[config.mk]
export PLATFORM = sky130hd
export DESIGN_NAME = uart_tx_cfg_flat
export DESIGN_NICKNAME = d
export VERILOG_FILES = /design/src/rtl/uart_pkg.sv /design/src/rtl/uart_tx_cfg_if.sv /design/src/rtl/uart_tx_cfg.sv /design/src/flat_wrapper.sv
export SDC_FILE = /design/constraint.sdc
export NUM_CORES = 1
export LEC_CHECK = 0
export ABC_AREA = 1
export CAP_MARGIN = 20
export CORE_ASPECT_RATIO = 0.75
export CORE_UTILIZATION = 55
export CTS_CLUSTER_SIZE = 30
export DETAILED_ROUTE_END_ITERATION = 6
export PLACE_DENSITY = 0.89
export SYNTH_ARGS = -nofsm -noshare
export SYNTH_HDL_FRONTEND = slang
export SYNTH_SLANG_ARGS = --single-unit
export TNS_END_PERCENT = 10
[constraint.sdc]
create_clock -name clk -period 3.2 [get_ports clk]
set_input_delay 0.64 -clock clk [delete_from_list [all_inputs] [get_ports clk]]
set_output_delay 0.64 -clock clk [all_outputs]
set_load 0.02 [all_outputs]
[src/rtl/uart_pkg.sv]
// Shared UART types: line configuration encodings and transmitter state codes.
// The parity and stop encodings are reused by the configurable receiver.
package uart_pkg;

    typedef enum logic [1:0] {
        PAR_NONE = 2'b00,
        PAR_EVEN = 2'b01,
        PAR_ODD  = 2'b10
    } parity_e;

    typedef enum logic [1:0] {
        STOP_1   = 2'b00,
        STOP_1P5 = 2'b01,
        STOP_2   = 2'b10
    } stop_e;

    typedef enum logic [2:0] {
        IDLE   = 3'd0,
        START  = 3'd1,
        DATA   = 3'd2,
        PARITY = 3'd3,
        STOP   = 3'd4
    } tx_state_e;

    // The reserved code 2'b11 sends no parity bit.
    function automatic logic parity_enabled(input logic [1:0] mode);
        return (mode == PAR_EVEN) || (mode == PAR_ODD);
    endfunction

endpackage

[src/rtl/uart_tx_cfg_if.sv]
// Word handshake between an upstream producer (or TX FIFO) and the transmitter,
// carrying the per-frame line configuration alongside the data word.
interface uart_tx_cfg_if #(
    parameter int DBIT = 8
);
    logic            tx_valid;
    logic            tx_ready;
    logic [DBIT-1:0] din;
    logic [1:0]      parity_mode;
    logic [1:0]      stop_mode;

    modport master (output tx_valid, din, parity_mode, stop_mode, input tx_ready);
    modport slave  (input tx_valid, din, parity_mode, stop_mode, output tx_ready);
endinterface

[src/rtl/uart_tx_cfg.sv]
// Configurable UART transmitter: DBIT data bits LSB first, optional parity,
// 1/1.5/2 stop bits, paced by an OS-times oversampling strobe.
module uart_tx_cfg
    import uart_pkg::*;
#(
    parameter int DBIT = 8,
    parameter int OS   = 16
) (
    input  logic         clk,
    input  logic         reset_n,
    input  logic         s_tick,
    uart_tx_cfg_if.slave bus,
    output logic         tx_busy,
    output logic         tx_done_tick,
    output logic         tx
);

    localparam int SW = $clog2(2 * OS);
    localparam int NW = $clog2(DBIT);

    localparam logic [SW-1:0] OS_LAST = SW'(OS - 1);
    localparam logic [NW-1:0] N_LAST  = NW'(DBIT - 1);

    localparam logic [2:0] ST_IDLE   = IDLE;
    localparam logic [2:0] ST_START  = START;
    localparam logic [2:0] ST_DATA   = DATA;
    localparam logic [2:0] ST_PARITY = PARITY;
    localparam logic [2:0] ST_STOP   = STOP;

    // Last tick index of the stop period; the reserved code sends two stop bits.
    function automatic logic [SW-1:0] stop_last(input logic [1:0] mode);
        case (mode)
            STOP_1:   return SW'(OS - 1);
            STOP_1P5: return SW'(3 * OS / 2 - 1);
            default:  return SW'(2 * OS - 1);
        endcase
    endfunction

    logic [2:0]      state_reg, state_next;
    logic [SW-1:0]   s_reg, s_next;
    logic [NW-1:0]   n_reg, n_next;
    logic [DBIT-1:0] b_reg, b_next;
    logic [1:0]      par_reg, par_next;
    logic [1:0]      stop_reg, stop_next;
    logic            pbit_reg, pbit_next;

    always_ff @(posedge clk) begin
        if (!reset_n) begin
            state_reg <= ST_IDLE;
            s_reg     <= '0;
            n_reg     <= '0;
            b_reg     <= '0;
            par_reg   <= '0;
            stop_reg  <= '0;
            pbit_reg  <= 1'b0;
        end else begin
            state_reg <= state_next;
            s_reg     <= s_next;
            n_reg     <= n_next;
            b_reg     <= b_next;
            par_reg   <= par_next;
            stop_reg  <= stop_next;
            pbit_reg  <= pbit_next;
        end
    end

    always_comb begin
        state_next   = state_reg;
        s_next       = s_reg;
        n_next       = n_reg;
        b_next       = b_reg;
        par_next     = par_reg;
        stop_next    = stop_reg;
        pbit_next    = pbit_reg;
        tx_done_tick = 1'b0;

        case (state_reg)
            ST_IDLE: begin
                // Configuration and parity are frozen here for the whole frame.
                if (bus.tx_valid) begin
                    b_next     = bus.din;
                    par_next   = bus.parity_mode;
                    stop_next  = bus.stop_mode;
                    pbit_next  = (bus.parity_mode == PAR_ODD) ? ~^bus.din : ^bus.din;
                    s_next     = '0;
                    state_next = ST_START;
                end
            end
            ST_START: begin
                if (s_tick) begin
                    if (s_reg == OS_LAST) begin
                        s_next     = '0;
                        n_next     = '0;
                        state_next = ST_DATA;
                    end else begin
                        s_next = s_reg + SW'(1);
                    end
                end
            end
            ST_DATA: begin
                if (s_tick) begin
                    if (s_reg == OS_LAST) begin
                        s_next = '0;
                        b_next = b_reg >> 1;
                        if (n_reg == N_LAST) begin
                            state_next = parity_enabled(par_reg) ? ST_PARITY : ST_STOP;
                        end else begin
                            n_next = n_reg + NW'(1);
                        end
                    end else begin
                        s_next = s_reg + SW'(1);
                    end
                end
            end
            ST_PARITY: begin
                if (s_tick) begin
                    if (s_reg == OS_LAST) begin
                        s_next     = '0;
                        state_next = ST_STOP;
                    end else begin
                        s_next = s_reg + SW'(1);
                    end
                end
            end
            ST_STOP: begin
                if (s_tick) begin
                    if (s_reg == stop_last(stop_reg)) begin
                        s_next       = '0;
                        tx_done_tick = 1'b1;
                        state_next   = ST_IDLE;
                    end else begin
                        s_next = s_reg + SW'(1);
                    end
                end
            end
            default: state_next = ST_IDLE;
        endcase
    end

    always_comb begin
        tx = 1'b1;
        case (state_reg)
            ST_START:  tx = 1'b0;
            ST_DATA:   tx = b_reg[0];
            ST_PARITY: tx = pbit_reg;
            default:   tx = 1'b1;
        endcase
    end

    assign bus.tx_ready = (state_reg == ST_IDLE);
    assign tx_busy      = (state_reg != ST_IDLE);

endmodule
[src/flat_wrapper.sv]
// flat-port wrapper written by rule: the top's interface ports become plain ports
module uart_tx_cfg_flat import uart_pkg::*;
#(
    parameter int DBIT = 8,
    parameter int OS   = 16
)
  (clk, reset_n, s_tick, tx_busy, tx_done_tick, tx, bus_tx_valid, bus_din, bus_parity_mode, bus_stop_mode, bus_tx_ready);
  uart_tx_cfg_if #(.DBIT(DBIT)) bus_i ();
  input  logic clk;
  input  logic reset_n;
  input  logic s_tick;
  output logic tx_busy;
  output logic tx_done_tick;
  output logic tx;
  input wire logic [$bits(bus_i.tx_valid)-1:0] bus_tx_valid;
  input wire logic [$bits(bus_i.din)-1:0] bus_din;
  input wire logic [$bits(bus_i.parity_mode)-1:0] bus_parity_mode;
  input wire logic [$bits(bus_i.stop_mode)-1:0] bus_stop_mode;
  output wire logic [$bits(bus_i.tx_ready)-1:0] bus_tx_ready;
  assign bus_i.tx_valid = bus_tx_valid;
  assign bus_i.din = bus_din;
  assign bus_i.parity_mode = bus_parity_mode;
  assign bus_i.stop_mode = bus_stop_mode;
  assign bus_tx_ready = bus_i.tx_ready;
  uart_tx_cfg #(.DBIT(DBIT), .OS(OS)) u_core (.clk(clk), .reset_n(reset_n), .s_tick(s_tick), .bus(bus_i), .tx_busy(tx_busy), .tx_done_tick(tx_done_tick), .tx(tx));
endmodule
==> out/metrics.yaml, run 1 <==
run_status:
  status: "finished, final reports clean"
setup_path:
  crit_path_top_delay_cell: "clkdlybuf4s50_1"
  cp-start-kind: "flop"
  crit_type: "flop to output port"
  worstRegToRegCells: 8
  worst_ep_required_time_ns: 2.56
  r2r_slack_ns: 1.41
  path_depth: 7
  r2r-end: "u_core.b_reg[3]"
  critPathTopFamily: "buffers and inverters"
  cpMostUsedCell: "inv_2"
  r2r_start: "u_core.s_reg[0]"
  critPathArrivalTime_ns: 2.13
  worstSetupEndpointType: "output port"
  path_cells: "inv_2 > nor2_4 > nand2_2 > inv_2 > nand2_1 > nand3_1 > clkdlybuf4s50_1"
  worst-path-max-fanout: 12
  cp_num_buf_inv: 3
  critical_path.max_stage_delay_ns: 0.59
routing:
  drt_pass1_iterations: 4
  drt-initial-drc-count: 47
  via_count: 1327
  routed_wirelength_microns: 2940
  via_per_inst: 5.06
  wl_per_cell_microns: 11.2
  ant_nets: 0
  drc: 0
flow_run:
  maxCapViolCount: 0
sta:
  max_freq_ghz: 0.361
  slew_violations: 0
  worst_slew_pin_slew_ns: 0.609
  relSlewSlack: 0.593
  fin_crit_sh: 0.867
  final.setup.tns_ns: 0
  finalWorstSetupSlack_ns: 0.427
  setup_viol: 0
  hold_viol_final: 0
  rsz0062_at_grt: "false"
  whs_ns: 0.473
  period_needed_ns: 2.77
  skew_ns: 0.00288
finish:
  area_growth_pct: 16.8
  largest_register_ffs: 8
  diodes: 0
  fin_area_sq_mm: 0.00170
  final_nets: 250
  multi_input_area_sq_um: 831
  final_cells: 262
  regArea_sq_um: 480
  n_fill_cell: 203
  drive_above_1_share: 0.0965
floorplanning:
  die_area_sq_mm: 0.00286
  die_w_microns: 61.4
  core_sq_mm: 0.00240
  io_pins: 20
  die_h_microns: 46.5
  rows: 15
  initial_core_util: 0.605
clock_network:
  post_cts_buffers: 0
  clockBufferDepth: 2
  clk_pin_slew_worst_paths_ns: 0.13
  cts_made_buffers: 3
  cts_hold_buf: 0
  cts_resized: 0
  cts_tree: "built"
  clock-sinks: 24
  clk_latency_ns: 0.32
  h-tree-depth: 1
  cts-root-buf: "clkbuf_4"
grt:
  antenna_found_initial: 0
  grt_pass1_vias: 1097
  grt_max_degree: 20
  grt_pass1_wl_microns: 4710
  grtUsageTotal: 0.232
  grt.overflow.total: 0
synthesis:
  synthDistinctLibCells: 28
  synth_fp_nets: 231
  synth_edf_count: 0
  synth_top_area_cell: "dfxtp_1"
  seq_area_frac_synth: 0.330
  async_reset_ff_frac: 0
  synth_top_area_share: 0.330
  yosys_warnings: 0
  synth.cells.most_frequent: "nand2_1, dfxtp_1, inv_1"
  synth_most_common_cell: "nand2_1"
  synth_area_leaders: "dfxtp_1, nand2_1, inv_1, a21oi_1, ha_1"
  syn_inst: 210
  syn_area_sq_mm: 0.00145
  synth_seq_cells: 24
  avgSynthCellArea_sq_um: 6.92
  synth-main-ff-cell: "dfxtp_1"
worst_hold_path:
  hold_end: "u_core.b_reg[7]"
  holdPathStages: 2
  min_from: "u_core.b_reg[7]"
  hold_class: "flop to flop"
placed_design:
  port_buffers: 19
  placed_cell_area_sq_mm: 0.00165
  dp_hpwl_microns: 2250
  gp_congestion: 0.861
  placedCellCount: 258
  pre_cts_slack_ns: 0.536
power:
  p_per_area_mw_per_mm2: 894
  p_leak_uw: 0.000763
  peakVddDrop_v: 0.000434
where the power goes:
part	total (uW)	switching, uW	internal [uW]
sequential	441	67.0	374
combinational	856	542	314
clock	222	94.8	127
area by class of cell:
cell class / count / area share
Sequential cell: 24 / 0.283
Clock inverter: 1 / 0.0177
Tap cell: 34 / 0.0251
Inverter: 27 / 0.0597
Clock buffer: 3 / 0.0133
Multi-Input combinational cell: 154 / 0.489
Timing Repair Buffer: 19 / 0.112
worst reg2reg max path: stages, from the launching register on:
cell	delay [ns]
dfxtp_1	0.37
ha_1	0.17
nand2_1	0.10
nor2_1	0.14
ha_1	0.18
nand2_1	0.12
o21ai_4	0.34
o21ai_0	0.13
a31oi_1	0.17
cell usage in the layout, fill, tap and decap left out, drive strengths merged, types with 3 or more instances in the layout:
master	count
clkdlybuf4s50	19
nand2	67
nor2	16
nand3b	3
xor2	3
inv	27
ha	5
clkbuf	3
xnor2	4
nand3	12
o21ai	15
a31oi	7
nor3	3
dfxtp	24
a21oi	16
layer usage:
layer  vias up  global-route usage  wire length, microns
met1       570               0.324                  1460
met2        44               0.354                  1220
met4         0              0.0533                    25
met5         -                   0                     0
li1        709                   -                     -
met3         4              0.0674                   225
stage by stage:
stage | total power [uW] | utilization
6_report | 1520 | 0.707
5_1_grt | 1640 | 0.707
4_1_cts | 1520 | 0.707
3_5_place_dp | 1300 | 0.685
3_3_place_gp | 1290 | 0.685
2_1_floorplan | 1110 | -
how the worst max path moves through the flow:
| stage | startpoint | endpoint | slack, ns |
|---|---|---|---|
| after floorplan | u_core.state_reg[1] | tx | 1.35 |
| after global placement | s_tick | tx_done_tick | 0.57 |
| after detailed placement | s_tick | tx_done_tick | 0.54 |
| after CTS | u_core.state_reg[1] | tx | 0.42 |
| after global routing | u_core.state_reg[1] | tx | 0.22 |
| final | u_core.state_reg[1] | tx | 0.43 |
kinds of logic (layout without fill, tap and decap cells):
logic type	Yosys count	after routing	synth area share
flip-flops	24	24	0.330
AO/OA/AOI/OAI	40	40	0.159
XOR/XNOR	7	7	0.0422
buffers and inverters	32	50	0.0981
adder cells (fa/ha/maj)	5	5	0.0430
AND/OR/NAND/NOR	102	102	0.327
No activity file was read; power rests on OpenSTA's default activity.
==> run 2: changes to the inputs <==
- CTS_BUF_LIST: not set -> sky130_fd_sc_hd__clkbuf_4 sky130_fd_sc_hd__clkbuf_8
==> results of run 2 <==
No change in the layout: final DEF, timing and power equal those of run 1.
